<file path="config.mk">
export PLATFORM = sky130hd
export DESIGN_NAME = instr_reg_arbiter
export DESIGN_NICKNAME = d
export VERILOG_FILES = /design/src/rtl/instr_reg_arbiter.sv
export SDC_FILE = /design/constraint.sdc
export NUM_CORES = 1
export LEC_CHECK = 0
export ABC_AREA = 1
export BUFFER_PORTS_ARGS = -buffer_cell sky130_fd_sc_hd__buf_2
export CORE_ASPECT_RATIO = 1.25
export CORE_MARGIN = 2
export CORE_UTILIZATION = 46
export CTS_BUF_LIST = sky130_fd_sc_hd__clkbuf_4
export CTS_CLUSTER_SIZE = 8
export DETAILED_ROUTE_END_ITERATION = 10
export GPL_TIMING_DRIVEN = 1
export PLACE_DENSITY = 0.85
export SKIP_LAST_GASP = 1
export SLEW_MARGIN = 20
export SYNTH_ARGS = -nofsm -noshare
export SYNTH_HDL_FRONTEND = slang
export SYNTH_SLANG_ARGS = --single-unit
</file>
<file path="constraint.sdc">
create_clock -name clk -period 2.68 [get_ports clk]
set_input_delay 0.402 -clock clk [delete_from_list [all_inputs] [get_ports clk]]
set_output_delay 0.402 -clock clk [all_outputs]
set_load 0.01 [all_outputs]
</file>
<file path="src/rtl/instr_reg_arbiter.sv">
`default_nettype none
// ============================================================================
//  Module      : instr_reg_arbiter
//  Description : Two-requester round-robin arbiter that writes instructions
//                into an external DEPTH-slot instruction register and serves
//                them to a single consumer in write order.
//
//  Ports
//    clk, reset                 clock, synchronous active-high reset
//    enable                     1 = accept requests, 0 = idle
//    drain_req                  pulse: stop accepting writes, empty register
//    req_valid[1:0]             requester valid (bit 0 = A, bit 1 = B)
//    req_opcode_a/_b            requester opcode
//    req_operand_a_a/_b         operand A of requester A / B
//    req_operand_b_a/_b         operand B of requester A / B
//    req_ready[1:0]             per-requester grant
//    load_en                    register write strobe
//    opcode, operand_a/b        write data of the granted requester
//    write_pointer/read_pointer register addresses
//    instruction_word           combinational read data from the register
//    rd_valid / rd_ready        consumer handshake
//    rd_instruction             instruction_word passed through
//    count                      number of unread slots
//    drain_done                 one-cycle pulse when a drain completes
//
//  Revision    : 1.0  initial release
// ============================================================================
module instr_reg_arbiter #(
    parameter int DEPTH     = 32,
    parameter int ADDR_W    = 5,
    parameter int OPCODE_W  = 4,
    parameter int OPERAND_W = 8,
    parameter int INSTR_W   = OPCODE_W + 2 * OPERAND_W
) (
    input  logic                 clk,
    input  logic                 reset,
    input  logic                 enable,
    input  logic                 drain_req,
    input  logic [1:0]           req_valid,
    input  logic [OPCODE_W-1:0]  req_opcode_a,
    input  logic [OPCODE_W-1:0]  req_opcode_b,
    input  logic [OPERAND_W-1:0] req_operand_a_a,
    input  logic [OPERAND_W-1:0] req_operand_a_b,
    input  logic [OPERAND_W-1:0] req_operand_b_a,
    input  logic [OPERAND_W-1:0] req_operand_b_b,
    output logic [1:0]           req_ready,
    output logic                 load_en,
    output logic [OPCODE_W-1:0]  opcode,
    output logic [OPERAND_W-1:0] operand_a,
    output logic [OPERAND_W-1:0] operand_b,
    output logic [ADDR_W-1:0]    write_pointer,
    output logic [ADDR_W-1:0]    read_pointer,
    input  logic [INSTR_W-1:0]   instruction_word,
    output logic                 rd_valid,
    input  logic                 rd_ready,
    output logic [INSTR_W-1:0]   rd_instruction,
    output logic [ADDR_W:0]      count,
    output logic                 drain_done
);

    localparam logic [1:0] c_IDLE  = 2'd0;
    localparam logic [1:0] c_RUN   = 2'd1;
    localparam logic [1:0] c_DRAIN = 2'd2;

    localparam int              c_DEPTH_M1 = DEPTH - 1;
    localparam logic [ADDR_W:0]   c_FULL   = DEPTH[ADDR_W:0];
    localparam logic [ADDR_W-1:0] c_LAST   = c_DEPTH_M1[ADDR_W-1:0];

    logic [1:0]           r_state;
    logic [ADDR_W-1:0]    r_wp;
    logic [ADDR_W-1:0]    r_rp;
    logic [ADDR_W:0]      r_count;
    logic                 r_prio_b;   // 1: B is favoured on a tie
    logic [OPCODE_W-1:0]  r_opcode;
    logic [OPERAND_W-1:0] r_operand_a;
    logic [OPERAND_W-1:0] r_operand_b;

    logic       w_full;
    logic       w_grant_ok;
    logic [1:0] w_grant;
    logic       w_load;
    logic       w_read;

    // Fullness comes from the registered count only, so a read in the same
    // cycle never frees a slot for a same-cycle write.
    assign w_full     = (r_count == c_FULL);
    assign w_grant_ok = (r_state == c_RUN) && !w_full && !reset;

    always_comb begin
        w_grant = 2'b00;
        if (w_grant_ok) begin
            case (req_valid)
                2'b01:   w_grant = 2'b01;
                2'b10:   w_grant = 2'b10;
                2'b11:   w_grant = r_prio_b ? 2'b10 : 2'b01;
                default: w_grant = 2'b00;
            endcase
        end
    end

    assign w_load   = |w_grant;
    assign w_read   = rd_valid && rd_ready;

    assign req_ready      = w_grant;
    assign load_en        = w_load;
    assign rd_valid       = (r_count != '0);
    assign rd_instruction = instruction_word;
    assign write_pointer  = r_wp;
    assign read_pointer   = r_rp;
    assign count          = r_count;
    assign drain_done     = (r_state == c_DRAIN) && (r_count == '0) && !reset;

    // Write data follows the granted requester; otherwise the last granted
    // values are presented.
    always_comb begin
        opcode    = r_opcode;
        operand_a = r_operand_a;
        operand_b = r_operand_b;
        if (w_grant[0]) begin
            opcode    = req_opcode_a;
            operand_a = req_operand_a_a;
            operand_b = req_operand_b_a;
        end else if (w_grant[1]) begin
            opcode    = req_opcode_b;
            operand_a = req_operand_a_b;
            operand_b = req_operand_b_b;
        end
    end

    always_ff @(posedge clk) begin
        if (reset) begin
            r_state     <= c_IDLE;
            r_wp        <= '0;
            r_rp        <= '0;
            r_count     <= '0;
            r_prio_b    <= 1'b0;
            r_opcode    <= '0;
            r_operand_a <= '0;
            r_operand_b <= '0;
        end else begin
            case (r_state)
                c_IDLE:  if (enable) r_state <= c_RUN;
                c_RUN: begin
                    if (drain_req)    r_state <= c_DRAIN;
                    else if (!enable) r_state <= c_IDLE;
                end
                c_DRAIN: if (r_count == '0) r_state <= c_IDLE;
                default: r_state <= c_IDLE;
            endcase

            if (w_load) begin
                r_wp        <= (r_wp == c_LAST) ? '0 : r_wp + 1'b1;
                // Favour whichever requester was not just served.
                r_prio_b    <= w_grant[0];
                r_opcode    <= opcode;
                r_operand_a <= operand_a;
                r_operand_b <= operand_b;
            end

            if (w_read) begin
                r_rp <= (r_rp == c_LAST) ? '0 : r_rp + 1'b1;
            end

            case ({w_load, w_read})
                2'b10:   r_count <= r_count + 1'b1;
                2'b01:   r_count <= r_count - 1'b1;
                default: r_count <= r_count;
            endcase
        end
    end

endmodule
`default_nettype wire

</file>
==> results.py, run 1 <==
metrics = {
    "run_status": {
        "status": "finished clean",
    },
    "sta": {
        "min_period_over_period_pct": 88.2,
        "worstMarginPinSlew_ns": 0.358,
        "finClkSkew_ns": 0.00888,
        "slew_viol_final": 0,
        "finalCriticalPeriod_ns": 2.36,
        "final_hold_viol_count": 0,
        "timing.hold.ws_ns": 0.270,
        "rsz0062_at_grt": "yes",
        "clock.fmax_mhz": 423,
        "setup_violations": 0,
        "maxSlewHeadroom_pct": 76.1,
    },
    "worst_setup_path": {
        "critPathMaxFanout": 6,
        "worstRegToRegCells": 16,
        "worstPathRequired_ns": 2.92,
        "end_kind": "register",
        "timing.critical_path.depth": 16,
        "critical_path.startpoint_type": "register",
        "critical_path.startpoint": "count[0]",
        "max_stage_delay_ns": 0.39,
        "critPathBufInv": 3,
        "r2r-start": "count[0]",
        "crit_family": "simple AND/OR/NAND/NOR gates",
        "critical_path_arrival_ns": 2.60,
        "cp_slowest_cell": "dfxtp_1",
        "critical_path.most_common_cell": "nand2_1",
        "rrSetupSlack_ns": 0.32,
        "path_class": "reg2reg",
        "cp-endpoint": "count[4]",
        "rr_endpoint": "count[4]",
        "cp_cell_sequence": "nor2_2 > nand4_1 > nand3_1 > nand2_1 > inv_2 > ha_1 > inv_1 > nand2_1 > nand2_1 > ha_1 > o21bai_1 > nand3_1 > nand2_1 > xnor2_1 > o21ai_0 > inv_1",
    },
    "synth": {
        "synth_area_leaders": "dfxtp_1, nand2_1, nor2_1",
        "yosys-top-cells-count": "nand2_1, nor2_1, inv_1",
        "ys_ff_latch": 39,
        "synth.avg_cell_area_um2": 6.35,
        "synth-async-reset-ratio_pct": 0,
        "yosys_warnings": 0,
        "ys_seq_area_share_pct": 34.0,
        "syn-num-nets": 435,
        "synth_top_cell_area_share_pct": 34.0,
        "ys_types": 28,
        "synth_cells": 361,
        "synthFlopType": "dfxtp_1",
        "synth_edf_count": 0,
        "netlist_area_um2": 2290,
        "synth_most_common_cell": "nand2_1",
        "yosys.area.top_type": "dfxtp_1",
    },
    "die": {
        "design.die.area_um2": 5570,
        "core.rowCount": 28,
        "die_height_um": 82.9,
        "start_util_pct": 48.1,
        "die_w_um": 67.2,
        "io_pins": 128,
        "core_um2": 4760,
    },
    "power_and_ir_drop": {
        "p_leak_uw": 0.00161,
        "finalPower_uw": 1780,
        "peakVddDrop_v": 0.000277,
        "powerDensity_nw_per_um2": 666,
    },
    "route": {
        "detail_route.vias_per_cell": 4.63,
        "drc_errors": 0,
        "drt-total-wl_um": 4880,
        "post_drt_wl_per_cell_um": 9.98,
        "vias": 2262,
        "ant_nets": 0,
        "drt-initial-drc-count": 152,
        "firstDrtPassIters": 4,
    },
    "clock_tree": {
        "hold_buffers": 0,
        "clk_pin_slew_ns": 0.12,
        "numCtsBuffers": 5,
        "clock-sinks": 39,
        "ctsLongestPathBuffers": 2,
        "htree_levels": 2,
        "cts_tree": "yes",
        "clk_latency_ns": 0.34,
        "cts_root_buf": "clkbuf_4",
    },
    "global_routing": {
        "grt_pass1_wl_um": 8210,
        "grt_max_degree": 32,
        "grt.total_usage_pct": 18.6,
        "grt_pass1_vias": 1970,
        "antenna_found_initial": 0,
        "grt_overflow_total": 0,
    },
    "placed_design": {
        "dp_hpwl_um": 3720,
        "place.gp.congestion": 0.914,
        "placement.io_buffers": 87,
    },
    "final_layout": {
        "syn2layout_area_growth_pct": 16.4,
        "layout-drive-gt1-share_pct": 25.4,
        "n_antenna_cell": 0,
        "fillers": 472,
        "final_util_pct": 56.0,
        "finalNetCount": 502,
    },
    "run": {
        "cap_viol_max_count": 0,
    },
    "min_path": {
        "min_path_type": "in2reg",
    },
}
[metal layers]
| layer | vias up | wire, um | global-route usage [%] | share of wire (%) |
|---|---|---|---|---|
| li1 | 1190 | - | - | - |
| met1 | 987 | 2040 | 20.4 | 42 |
| met2 | 71 | 2420 | 33.5 | 50 |
| met3 | 14 | 329 | 4.61 | 6.7 |
| met4 | 0 | 93 | 6.31 | 1.9 |
| met5 | - | 0 | 0 | 0 |
[cell families after synthesis]
family,synth area share (%)
buf+inv,20.0
compound gates,5.67
xor+xnor,2.67
flops,34.0
fa+ha+maj,3.82
simple gates,33.8
[stage by stage]
step | setup TNS (ns) | setup WS, ns | cell area (um2) | cells
6_report | 0 | 0.316 | 2670 | 489
2_1_floorplan | 0 | 0.320 | 2290 | 361
4_1_cts | 0 | 0.243 | 2670 | 489
5_1_grt | -0.0176 | -0.0176 | 2670 | 489
3_3_place_gp | 0 | 0.384 | 2610 | 481
3_5_place_dp | 0 | 0.286 | 2610 | 481
[area by class of cell]
cell class | instances | area [um2] | area share, %
clock buffer | 5 | 37.5 | 1.41
clock inverter | 3 | 15.0 | 0.563
inverter | 63 | 236 | 8.86
multi-input combinational | 228 | 1050 | 39.5
sequential | 39 | 781 | 29.3
tap | 60 | 75.1 | 2.81
timing repair buffer | 91 | 469 | 17.6
[worst min-delay path by stage]
stage | start | endpoint | slack, ns | depth (start not counted)
floorplan | r_state[1] | r_state[0] | 0.40 | 1
global placement | r_state[1] | r_state[0] | 0.41 | 1
detailed placement | r_state[1] | r_state[0] | 0.43 | 1
CTS | drain_req | r_state[0] | 0.26 | 2
global route | drain_req | r_state[0] | 0.27 | 2
finish | drain_req | r_state[0] | 0.27 | 2
[power breakdown]
| group | switching (uW) | internal (uW) |
|---|---|---|
| registers | 78.3 | 653 |
| logic | 443 | 310 |
| clock network | 195 | 96.4 |
[cells in the final DEF (no fill, tap or decap)]
cell type / instances
nor4_1: 1
nand3_1: 12
a21oi_1: 9
a21boi_0: 1
nand4_1: 4
a2111oi_0: 1
o21bai_1: 1
nand2_1: 84
a21oi_2: 1
clkinv_1: 2
buf_2: 87
xnor2_1: 3
o21ai_0: 9
nor3_1: 1
a211oi_1: 1
nand2_2: 2
buf_6: 1
nor3_2: 1
clkbuf_4: 5
nor2_1: 79
xor2_1: 4
dfxtp_1: 39
inv_2: 4
ha_1: 7
inv_1: 59
nor2_2: 4
clkinvlp_4: 1
buf_4: 3
and3_1: 2
and2b_1: 1
[repair_timing]
action,CTS,global route
setup buffers,0,0
gates resized for setup,0,1
setup endpoints to repair,0,5
[sequential cells by signal, indices dropped and copies added, names as in the netlist]
| signal | count |
|---|---|
| count | 6 |
| r_opcode | 4 |
| r_operand_a | 8 |
| r_operand_b | 8 |
| r_prio_b | 1 |
| r_state | 2 |
| read_pointer | 5 |
| write_pointer | 5 |
Note: power is estimated with default switching activity, not from simulation.
==> inputs of run 2 (changes only) <==
--- a/config.mk
+++ b/config.mk
@@ -9,12 +9,12 @@
 export BUFFER_PORTS_ARGS = -buffer_cell sky130_fd_sc_hd__buf_2
 export CORE_ASPECT_RATIO = 1.25
 export CORE_MARGIN = 2
-export CORE_UTILIZATION = 46
+export CORE_UTILIZATION = 40
 export CTS_BUF_LIST = sky130_fd_sc_hd__clkbuf_4
 export CTS_CLUSTER_SIZE = 8
 export DETAILED_ROUTE_END_ITERATION = 10
 export GPL_TIMING_DRIVEN = 1
-export PLACE_DENSITY = 0.85
+export PLACE_DENSITY = 0.75
 export SKIP_LAST_GASP = 1
 export SLEW_MARGIN = 20
 export SYNTH_ARGS = -nofsm -noshare
==> run 2 against run 1 <==
Against the previous run:
- wire length fell by 2.7%
- clock power rose by 5%
- final cell count rose by 0.82%
- count of clock-buffer cells in the layout rose by 2
- via count fell by 3.3%
- highest routed layer unchanged
==> results.py, run 2 (same netlist as run 1, synthesis figures left out) <==
metrics = {
    "run_status": {
        "status": "finished clean",
    },
    "route": {
        "vias": 2187,
        "drt-initial-drc-count": 53,
        "firstDrtPassIters": 4,
        "drt-total-wl_um": 4750,
        "post_drt_wl_per_cell_um": 9.63,
        "drc_errors": 0,
        "ant_nets": 0,
        "detail_route.vias_per_cell": 4.44,
    },
    "run": {
        "cap_viol_max_count": 0,
    },
    "worst_setup_path": {
        "max_stage_delay_ns": 0.45,
        "critPathBufInv": 3,
        "crit_family": "simple AND/OR/NAND/NOR gates",
        "r2r-start": "count[0]",
        "critPathMaxFanout": 29,
        "cp_slowest_cell": "dfxtp_1",
        "critical_path.startpoint_type": "register",
        "critical_path.startpoint": "count[0]",
        "worstPathRequired_ns": 2.28,
        "path_class": "reg2out",
        "end_kind": "output port",
        "cp_cell_sequence": "nor2_2 > nand4_1 > nand3_1 > nand2_1 > buf_4 > nor2_1 > nor2_1 > inv_1 > buf_2",
        "critical_path.most_common_cell": "nor2_1",
        "critical_path_arrival_ns": 1.97,
    },
    "die": {
        "design.die.area_um2": 6360,
        "start_util_pct": 41.8,
        "die_w_um": 71.7,
        "io_pins": 128,
        "core.rowCount": 30,
        "core_um2": 5480,
        "die_height_um": 88.7,
    },
    "clock_tree": {
        "post_cts_buffers": 0,
        "clk_latency_ns": 0.34,
        "ctsLongestPathBuffers": 2,
        "hold_buffers": 0,
        "clock-sinks": 39,
        "numCtsBuffers": 5,
        "clk_pin_slew_ns": 0.11,
        "cts_resized": 0,
        "cts_root_buf": "clkbuf_4",
        "cts_tree": "yes",
        "htree_levels": 2,
    },
    "final_layout": {
        "syn2layout_area_growth_pct": 16.7,
        "n_antenna_cell": 0,
        "fillers": 592,
        "final_cell_mix": "buf_2, nand2_1, nor2_1",
        "final_common_cell": "buf_2",
        "finalNetCount": 502,
        "layout-drive-gt1-share_pct": 26.1,
    },
    "sta": {
        "finalCriticalPeriod_ns": 2.37,
        "maxSlewHeadroom_pct": 75.1,
        "min_period_over_period_pct": 88.3,
        "clock.fmax_mhz": 422,
        "rsz0062_at_grt": "no",
        "final_hold_viol_count": 0,
        "worstMarginPinSlew_ns": 0.374,
        "finClkSkew_ns": 0.0117,
        "slew_viol_final": 0,
        "finalSetupTns_ns": 0,
        "setup_violations": 0,
        "timing.hold.ws_ns": 0.276,
    },
    "global_routing": {
        "grt_pass1_wl_um": 7990,
        "grt_max_degree": 32,
        "antenna_found_initial": 0,
        "grt_overflow_total": 0,
        "grt.busiest_layer": "met2",
        "use_met1_pct": 17.5,
        "gr-usage-met3_pct": 2.96,
        "grtUsageMet2_pct": 28.0,
        "grt_pass1_vias": 1991,
        "grt.total_usage_pct": 15.5,
    },
    "placed_design": {
        "dp_hpwl_um": 3640,
        "place.gp.congestion": 0.871,
        "placement.io_buffers": 87,
    },
    "min_path": {
        "hp-start": "drain_req",
        "min_path_type": "in2reg",
    },
    "power_and_ir_drop": {
        "powerDensity_nw_per_um2": 663,
        "peakVddDrop_v": 0.000340,
        "p_leak_uw": 0.00162,
    },
}
-- run 2: cell types whose count changed in the layout (fill, tap and decap cells not counted) --
cell        previous run  this run
buf_4                  3         4
buf_6                  1         0
clkbuf_4               5         7
clkinv_1               2         0
clkinv_2               0         1
clkinvlp_4             1         0
dfxtp_1               39        38
dfxtp_2                0         1
-- run 2: worst paths after layout --
| check | end | slack (ns) | depth (start not counted) |
|---|---|---|---|
| worst max-delay path | operand_b[2] | 0.31 | 9 |
| worst min-delay path | r_state[0] | 0.28 | 2 |
| worst max register to register | count[5] | 0.38 | 18 |
| worst min register to register | r_state[0] | 0.43 | 1 |
-- run 2: where the power goes --
part	total [uW]	internal, uW	switching [uW]
logic	737	306	430
registers	732	655	77.2
clock network	306	123	184
total	1770	1080	691
-- run 2: metal layers --
layer | part of all wire [%] | vias to the layer above
met4 | 2.2 | 0
met1 | 42 | 922
met5 | 0 | -
met2 | 51 | 60
li1 | - | 1192
met3 | 5.6 | 13
-- run 2: per-stage QoR --
stage          total power (uW)  std cells  utilization (%)  area (um2)  worst slack [ns]
6_report                   1770        493             48.8        2680             0.313
5_1_grt                    1930        493             48.8        2680           0.00981
4_1_cts                    1800        493             48.8        2680             0.269
3_5_place_dp               1490        485             47.8        2620             0.288
3_3_place_gp               1470        485             47.8        2620             0.375
2_1_floorplan              1280        361                -        2290             0.320
-- run 2: layout make-up --
cell class / instances / area, um2 / area share [%]
clock buffer: 7 / 52.6 / 1.96
clock inverter: 1 / 5.00 / 0.187
timing repair buffer: 91 / 465 / 17.4
sequential: 39 / 782 / 29.2
multi-input combinational: 228 / 1050 / 39.4
tap: 64 / 80.1 / 2.99
inverter: 63 / 236 / 8.84
